File: config.mk
export PLATFORM = sky130hd
export DESIGN_NAME = serial_addsub
export DESIGN_NICKNAME = d
export VERILOG_FILES = /design/src/rtl/serial_addsub.sv
export SDC_FILE = /design/constraint.sdc
export NUM_CORES = 1
export LEC_CHECK = 0
export ABC_AREA = 1
export CAP_MARGIN = 5
export CORE_ASPECT_RATIO = 0.7
export CORE_MARGIN = 1
export CORE_UTILIZATION = 30
export DETAILED_ROUTE_END_ITERATION = 8
export PLACE_DENSITY = 0.48
export SLEW_MARGIN = 20
export SYNTH_ARGS = -nofsm -noshare
export SYNTH_HDL_FRONTEND = slang
export SYNTH_SLANG_ARGS = --single-unit
export TNS_END_PERCENT = 30
File: constraint.sdc
create_clock -name clk -period 3.2 [get_ports clk]
set_clock_uncertainty 0.15 [all_clocks]
set_input_delay 0.8 -clock clk [delete_from_list [all_inputs] [get_ports clk]]
set_output_delay 0.8 -clock clk [all_outputs]
set_load 0.02 [all_outputs]
File: src/rtl/serial_addsub.sv
// rtl/serial_addsub.sv - bit-serial adder/subtractor, one bit per clock, LSB first
//
// Ports:
//   clk    - clock, rising edge active
//   rst_n  - asynchronous active-low reset
//   start  - begin an operation (accepted in IDLE or DONE, ignored while busy)
//   a, b   - operands, captured at start
//   sub    - 0: a+b, 1: a-b (computed as a + ~b + 1)
//   busy   - high while bits are being processed
//   done   - one-cycle pulse when a result is loaded
//   sum    - result, held until the next completion
//   cout   - carry out of the MSB (for subtract: 1 means no borrow)
//   ovf    - two's-complement signed overflow
module serial_addsub #(
    parameter int WIDTH = 8
) (
    input  logic             clk,
    input  logic             rst_n,
    input  logic             start,
    input  logic [WIDTH-1:0] a,
    input  logic [WIDTH-1:0] b,
    input  logic             sub,
    output logic             busy,
    output logic             done,
    output logic [WIDTH-1:0] sum,
    output logic             cout,
    output logic             ovf
);

    localparam int CW = $clog2(WIDTH) + 1;
    localparam logic [CW-1:0] LAST = CW'(WIDTH - 1);

    typedef enum logic [1:0] {
        IDLE,
        SHIFT,
        DONE
    } state_t;

    state_t           state;
    logic [WIDTH-1:0] a_reg;
    logic [WIDTH-1:0] b_reg;
    logic [WIDTH-1:0] res_reg;
    logic             carry;
    logic [CW-1:0]    cnt;

    // Single full-adder cell working on the operand LSBs.
    logic             bit_s;
    logic             bit_c;
    logic [WIDTH-1:0] res_next;

    assign bit_s    = a_reg[0] ^ b_reg[0] ^ carry;
    assign bit_c    = (a_reg[0] & b_reg[0]) | (a_reg[0] & carry) | (b_reg[0] & carry);
    assign res_next = {bit_s, res_reg[WIDTH-1:1]};

    always_ff @(posedge clk or negedge rst_n) begin
        if (!rst_n) begin
            state   <= IDLE;
            a_reg   <= '0;
            b_reg   <= '0;
            res_reg <= '0;
            carry   <= 1'b0;
            cnt     <= '0;
            busy    <= 1'b0;
            done    <= 1'b0;
            sum     <= '0;
            cout    <= 1'b0;
            ovf     <= 1'b0;
        end else begin
            case (state)
                IDLE, DONE: begin
                    done <= 1'b0;
                    if (start) begin
                        a_reg <= a;
                        // The carry flop holding sub supplies the +1 of a + ~b + 1.
                        b_reg <= sub ? ~b : b;
                        carry <= sub;
                        cnt   <= '0;
                        busy  <= 1'b1;
                        state <= SHIFT;
                    end else begin
                        state <= IDLE;
                    end
                end
                SHIFT: begin
                    res_reg <= res_next;
                    a_reg   <= a_reg >> 1;
                    b_reg   <= b_reg >> 1;
                    carry   <= bit_c;
                    cnt     <= cnt + CW'(1);
                    if (cnt == LAST) begin
                        // On the MSB step, carry holds the carry into the MSB.
                        sum   <= res_next;
                        cout  <= bit_c;
                        ovf   <= carry ^ bit_c;
                        busy  <= 1'b0;
                        done  <= 1'b1;
                        state <= DONE;
                    end
                end
                default: begin
                    busy  <= 1'b0;
                    done  <= 1'b0;
                    state <= IDLE;
                end
            endcase
        end
    end

endmodule
=== Word-level counts from Yosys, hierarchy flattened ===
Index checks and enable logic that the tools add are counted.

* Register bits: 43
* Input port bits: 20

* Add/sub/neg operators: 1
* Eq/ne operators: 5
* Multiplexer cells: 17
* Bitwise logic cells: 9
* Reductions and logical operators: 6

{| class="wikitable"
|+ Operators by type and width
! operator !! count
|-
| 8-bit case mux with 2 select lines || 2
|-
| 8-bit 2-to-1 mux || 3
|-
| 8-bit inverter || 1
|-
| 4-bit case mux with 2 select lines || 1
|-
| 1-bit 2-to-1 mux || 6
|-
| 2-bit AND reduction || 3
|-
| 4-bit by 1-bit adder with 4-bit output, second input constant || 1
|-
| 4-bit by 3-bit == test with 1-bit output, second input constant || 1
|-
| 4-bit 2-to-1 mux || 1
|-
| 2-bit inequality test, second input constant || 2
|-
| 1-bit case mux with 2 select lines || 2
|-
| 2-bit case mux with 2 select lines || 1
|-
| 1-bit AND || 3
|-
| 1-bit bitwise XOR || 3
|-
| 2-bit by 1-bit == test with 1-bit output, second input constant || 1
|-
| 2-bit == test, second input constant || 1
|-
| 2-bit logical NOT || 1
|-
| 2-bit 2-to-1 mux || 1
|-
| 1-bit bitwise OR || 2
|-
| 2-bit nonzero test || 1
|-
| 2-bit OR reduction || 1
|}

=== Logic depth before layout (Yosys ltp) ===
Gate-level depths: netlist of the first run.

* Depth in word-level cells: 4
* Gate-level depth with buffers: 7
* Depth with buffers taken out: 6

=== Worst setup path after synthesis of the first run ===
OpenSTA, ideal clock, no wires.

* Path kind: input -> register
* Start point: input port sub
* End point: register b_reg[2]
* Arrival: 1331 ps
* Required time: 2926 ps
* Setup slack: 1595 ps
* Cell stages on the path: 4
* Path buffers: 1
* Cell sequence: buf_2 > or2_2 > nand3_1 > nand3_1

* Longest elaborated chain between the ends: 3

{| class="wikitable"
|+ RTL lines
! what !! line !! source
|-
| start: declaration || 22 || <nowiki>input logic sub,</nowiki>
|-
| 8-bit 2-to-1 mux || 75 || <nowiki>b_reg <= sub ? ~b : b;</nowiki>
|-
| 8-bit 2-to-1 mux || 72 || <nowiki>if (start) begin</nowiki>
|-
| 8-bit case mux with 2 select lines || 69 || <nowiki>case (state)</nowiki>
|-
| end signal: assignment || 75 ||
|-
| end signal: assignment || 87 || <nowiki>b_reg <= b_reg >> 1;</nowiki>
|-
| end: declaration || 41 || <nowiki>logic [WIDTH-1:0] b_reg;</nowiki>
|}

Every way passes these cells. The select of a mux whose other input is x is not followed.
A chain may end at the register's enable or synchronous reset.

=== Final worst setup path of the first run ===
* Start point: register done
* End point: output port done

{| class="wikitable"
|+ RTL lines
! what !! line !! source
|-
| start: declaration || 24 || <nowiki>output logic done,</nowiki>
|-
| start signal: assignment || 64 || <nowiki>done <= 1'b0;</nowiki>
|-
| start signal: assignment || 71 || <nowiki>done <= 1'b0;</nowiki>
|-
| start signal: assignment || 96 || <nowiki>done <= 1'b1;</nowiki>
|}

No word-level cell between the ends.

==> metrics.md, run 1 <==
| Metric | Value |
|---|---|
| Status | `finished clean` |
| WP buf/inv | `1` |
| CTS clk-pin slew, worst paths | `0.08 ns` |
| Seq/Total Area, Yosys | `53.59%` |
| F_max | `444.7 MHz` |
| Commonest non-fill, non-tap cell in the layout | `nand2_1` |
| Max rail drop VDD | `0.2809 mV` |
| Synth Cell Area | `1914 µm²` |
| Post-synth top area cell | `dfrtp_1` |
| Critical path's largest stage delay | `between 0.6 and 0.7 ns` |
| Final RePlAce weighted congestion | `0.7069` |
| Critical path peak fanout | `3` |
| Fin. max-slew vios | `0` |
| Post-Syn Instances | `246` |
| Number of CTS-inserted buffers | `5` |
| Placeable Area | `5928 µm²` |
| Detailed Route WL | `4.068 mm` |
| Final hold vios | `0` |
| Top cell type's share of synthesized area | `53.59%` |
| Ranking of synthesized cells by area | `dfrtp_1, nand2_1, nand3_1, inv_1, nor2_1` |
| Die area | `~6700 µm²` |
| Clk sinks | `41` |
| Die W | `97.48 µm` |
| CP Data Arrival Time | `1.30 ns` |
| Final ANT Viol Nets | `0` |
| Worst-skew pair later-pin latency | `0.29 ns` |
| Period utilisation layout | `70.28%` |
| Hold crit path type | `flop to flop` |
| RSZ-0062 raised after global routing | `no` |
| WP data required | `2.25 ns` |
| Crit Path Class | `flop to primary output` |
| Syn_nets | `around 270` |
| Mean area per synthesized cell | `7.782 µm²` |
| First-pass GRT wire length | `7.086 mm` |
| Via count of the first global-routing pass | `around 1500` |
| CP delay by family, top | `buffers and inverters` |
| Synthesized flop and latch total | `41` |
| Routed WL per cell | `11.56 µm` |
| Die height | `~69 µm` |
| Port bufs | `31` |
| PnR worst setup slack | `0.9512 ns` |
| Max-Cap Viols | `0` |
| Largest net degree at the start of global routing | `42` |
| Netlist cell types | `17` |
| Core Util, Final | `40.50%` |
| Drt first pass iters | `5` |
| Avg Vias per Cell | `roughly 4.4` |
| Initial antenna violation count | `0` |
| IO Pins | `32` |
| Commonest non-fill, non-tap cells in the layout | `nand2_1, dfrtp_1, nand3_1, clkdlybuf4s50_1, inv_1` |
| Worst-Margin Slew | `0.9295 ns` |
| Startpoint types | `flop` |
| Worst path slowest cell | `clkdlybuf4s50_1` |
| Overall routing resource usage | `around 14%` |
| Min cycle time layout | `2.249 ns` |
| HPWL Detailed | `2.742 mm` |
| Ys Warns | `0` |
| Post-cts resize count | `0` |
| CTS Hold Bufs | `0` |
| H-tree lvl count | `2` |
| Post-place setup slack | `0.8878 ns` |
| P per Cell Area | `978.6 nW/µm²` |
| Final setup fails | `0` |
| Initial core utilization | `32.29%` |
| Setup repair bufs after CTS | `0` |
| Layout cells sized above 1 | `about 7.2%` |
| Rows | `23` |
| Area grow syn2layout | `25.42%` |
| Cells along the critical path | `clkdlybuf4s50_1` |
| Root Driver | `clkbuf_8` |
| Antenna Cells | `0` |
| CTS tree | `done` |
| Nets | `298` |
| Total global routing overflow | `0` |
| Vias after detailed routing | `1539` |
| Final setup TNS | `0 ns` |
| DRC viols | `0` |
| P_leak | `roughly 1.2 nW` |
| FILL cells | `roughly 630` |
| Clock Tree Buf Depth | `2` |
| Worst setup EP type | `primary output` |
| Detailed Route Iter0 Violations | `72` |
| Slew margin rel. | `38.04%` |
## path summary, 6_finish.rpt
kind,from,end,slack [ns],cells after the start
worst min register to register,sum[1],sum[1],0.32,2
max in group asynchronous,rst_n,a_reg[2],1.83,1
worst max-delay path,done,done,0.95,1
worst max register to register,cnt[0],ovf,1.47,7
min in group asynchronous,rst_n,sum[6],0.49,1
worst min-delay path,sum[1],sum[1],0.32,2
## per-layer routing
layer | track usage (%) | up-vias | share of wire, %
met5 | 0 | - | 0
met4 | 4.963 | 0 | 1.1
met3 | 3.528 | 5 | 4.4
met2 | 21.24 | 32 | 41
met1 | 19.10 | 688 | 54
li1 | - | 814 | -
## metrics by stage
stage	hold WS (ns)	total power, mW	cells	instance area [µm²]
6_report	0.3225	2.350	352	2401
5_1_grt	0.3480	2.575	352	2401
4_1_cts	0.3293	2.391	352	2401
3_5_place_dp	0.3082	1.888	344	2267
3_3_place_gp	0.3040	1.869	344	2267
2_1_floorplan	0.2922	1.566	246	1914
## power breakdown
group / switching (mW) / leakage (nW) / internal [mW]
Combinational: 0.563 / 0.656 / 0.383
Sequential: 0.153 / 0.514 / 0.755
Clock: 0.185 / 0.0681 / 0.310
## area by class of cell
type	count	area, µm²	share of cell area [%]
Tap cell	75	93.84	3.908
Clock inverter	3	65.06	2.710
Inverter	19	71.32	2.970
Clock buffer	5	68.82	2.866
Timing Repair Buffer	35	335.3	13.97
Multi-Input combinational cell	174	740.7	30.85
Sequential cell	41	1026	42.73
## cell families after synthesis
family / count (synthesis) / share of synthesized area (%)
AO/OA/AOI/OAI: 8 / 2.092
AND/OR/NAND/NOR: 164 / 34.90
flip-flops: 41 / 53.59
adder cells (fa/ha/maj): 2 / 1.699
buffers and inverters: 31 / 7.712
## synthesized netlist by cell type
library cell	instances
a21oi_1	2
buf_2	7
buf_4	4
buf_6	1
dfrtp_1	41
fa_1	1
ha_1	1
inv_1	17
inv_2	2
nand2_1	112
nand2_2	1
nand3_1	30
nand4_1	1
nor2_1	16
nor2_2	1
o21ai_0	6
or2_2	3
## worst min-delay path, cell delays in order, from the launching register on
cell     delay [ns]
dfrtp_1        0.35
nand2_1        0.05
nand2_1        0.04
Power figures use the tool's default switching activity.
==> inputs of run 2 (changes only) <==
==> constraint.sdc (replaced) <==
create_clock -name clk -period 2.3 [get_ports clk]
set_clock_uncertainty 0.15 [all_clocks]
set_input_delay 0.575 -clock clk [delete_from_list [all_inputs] [get_ports clk]]
set_output_delay 0.575 -clock clk [all_outputs]
set_load 0.02 [all_outputs]
==> run 2 against run 1 <==
- clock power shrank 5.9%
- combinational power grew 40%
- hold slack lost 0.25 ns
==> metrics.md, run 2 (synthesis results as in run 1) <==
| Metric | Value |
|---|---|
| CP Data Arrival Time | `1.34 ns` |
| Die height | `~69 µm` |
| FILL cells | `627` |
| H-tree lvl count | `2` |
| Nets | `302` |
| Status | `finished clean` |
| Root Driver | `clkbuf_8` |
| Commonest non-fill, non-tap cells in the layout | `nand2_1, dfrtp_1, nand3_1, clkdlybuf4s50_1, inv_1` |
| Antenna Cells | `0` |
| CTS clk-pin slew, worst paths | `approximately 0.08 ns` |
| Setup repair bufs after CTS | `0` |
| Drt first pass iters | `4` |
| Detailed Route Iter0 Violations | `80` |
| Max rail drop VDD | `0.3596 mV` |
| Area grow syn2layout | `25.16%` |
| Clk sinks | `41` |
| HPWL Detailed | `between 2 and 3 mm` |
| Port bufs | `31` |
| Core Util, Final | `40.42%` |
| P per Cell Area | `~1300 nW/µm²` |
| Final ANT Viol Nets | `0` |
| Design Power | `slightly above 3 mW` |
| Post-place setup slack | `0.3829 ns` |
| Slew margin rel. | `67.96%` |
| CP delay by family, top | `buffers and inverters` |
| DRC viols | `0` |
| Final setup TNS | `0 ns` |
| Die area | `around 6700 µm²` |
| Final RePlAce weighted congestion | `0.6904` |
| WP data required | `1.57 ns` |
| Fin. max-slew vios | `0` |
| F_max | `484.3 MHz` |
| RSZ-0062 raised after global routing | `no` |
| Overall routing resource usage | `13.20%` |
| Routed WL per cell | `about 11 µm` |
| Final setup fails | `0` |
| Via count of the first global-routing pass | `1390` |
| Max-Cap Viols | `0` |
| Critical path peak fanout | `3` |
| Final hold vios | `0` |
| Avg Vias per Cell | `4.228` |
| Rows | `23` |
| Worst path slowest cell | `clkdlybuf4s50_1` |
| Die W | `97.48 µm` |
| Worst hold slack | `0.07690 ns` |
| Critical path's largest stage delay | `0.63 ns` |
| Worst-Margin Slew | `0.4795 ns` |
| Clock Tree Buf Depth | `2` |
| Commonest non-fill, non-tap cell in the layout | `nand2_1` |
| Cells along the critical path | `clkdlybuf4s50_1` |
| Detailed Route WL | `4.006 mm` |
| Vias after detailed routing | `1505` |
| IO Pins | `32` |
| Period utilisation layout | `89.77%` |
| Number of CTS-inserted buffers | `5` |
| PnR worst setup slack | `0.2354 ns` |
| Post-cts resize count | `0` |
| WP buf/inv | `1` |
| Worst setup EP type | `primary output` |
| P_leak | `approximately 1.2 nW` |
| Min cycle time layout | `2.065 ns` |
| Crit Path Class | `flop to primary output` |
| Startpoint types | `flop` |
| CTS tree | `done` |
| Hold crit path type | `input pin to async pin` |
| Initial core utilization | `32.29%` |
| Placeable Area | `a little under 6000 µm²` |
| First-pass GRT wire length | `between 6 and 7 mm` |
| Largest net degree at the start of global routing | `24` |
| Layout cells sized above 1 | `between 8 and 9%` |
| Worst-skew pair later-pin latency | `approximately 0.29 ns` |
| Initial antenna violation count | `0` |
| Total global routing overflow | `0` |
| CTS Hold Bufs | `0` |
==> run 2: cell types whose count changed in the layout (fill, tap and decap cells not counted), sizes merged <==
cell / delta
buf: +4
clkinvlp: +1
clkinv: +1
bufinv: -2
==> run 2: worst paths after layout <==
path / depth (start not counted) / slack [ns] / startpoint / end
worst min-delay path: 1 / 0.08 / rst_n / sum[6]
max in group asynchronous: 2 / 1.43 / rst_n / b_reg[6]
worst min register to register: 2 / 0.32 / sum[1] / sum[1]
min in group clk: 2 / 0.32 / sum[1] / sum[1]
worst max register to register: 7 / 0.61 / cnt[0] / sum[0]
worst max-delay path: 1 / 0.24 / done / done
==> run 2: area by class of cell <==
| class | instances | area [µm²] | area share, % |
|---|---|---|---|
| sequential | 41 | 1026 | 42.82 |
| timing repair buffer | 39 | 377.9 | 15.77 |
| clock buffer | 5 | 68.82 | 2.872 |
| tap | 75 | 93.84 | 3.916 |
| multi-input combinational | 174 | 740.7 | 30.91 |
| inverter | 19 | 71.32 | 2.976 |
| clock inverter | 3 | 17.52 | 0.7311 |
==> run 2: where the power goes <==
group / total [mW] / internal [mW] / switching, mW
Combinational: 1.32 / 0.545 / 0.779
Sequential: 1.26 / 1.05 / 0.212
Clock: 0.466 / 0.210 / 0.256
==> run 2: metal layers <==
| metal | part of all wire [%] | routed length [µm] | up-vias | global-route usage [%] |
|---|---|---|---|---|
| li1 | - | - | 818 | - |
| met1 | 55 | 2223 | 662 | 19.61 |
| met2 | 41 | 1645 | 25 | 18.27 |
| met3 | 3.4 | 137 | 0 | 3.327 |
| met4 | 0 | 0 | 0 | 4.963 |
| met5 | 0 | 0 | - | 0 |
==> run 2: stage by stage <==
| stage | cells | cell area (µm²) |
|---|---|---|
| 4_1_cts | 356 | 2396 |
| 6_report | 356 | 2396 |
| 3_3_place_gp | 348 | 2310 |
| 2_1_floorplan | 246 | 1914 |
| 5_1_grt | 356 | 2396 |
| 3_5_place_dp | 348 | 2310 |
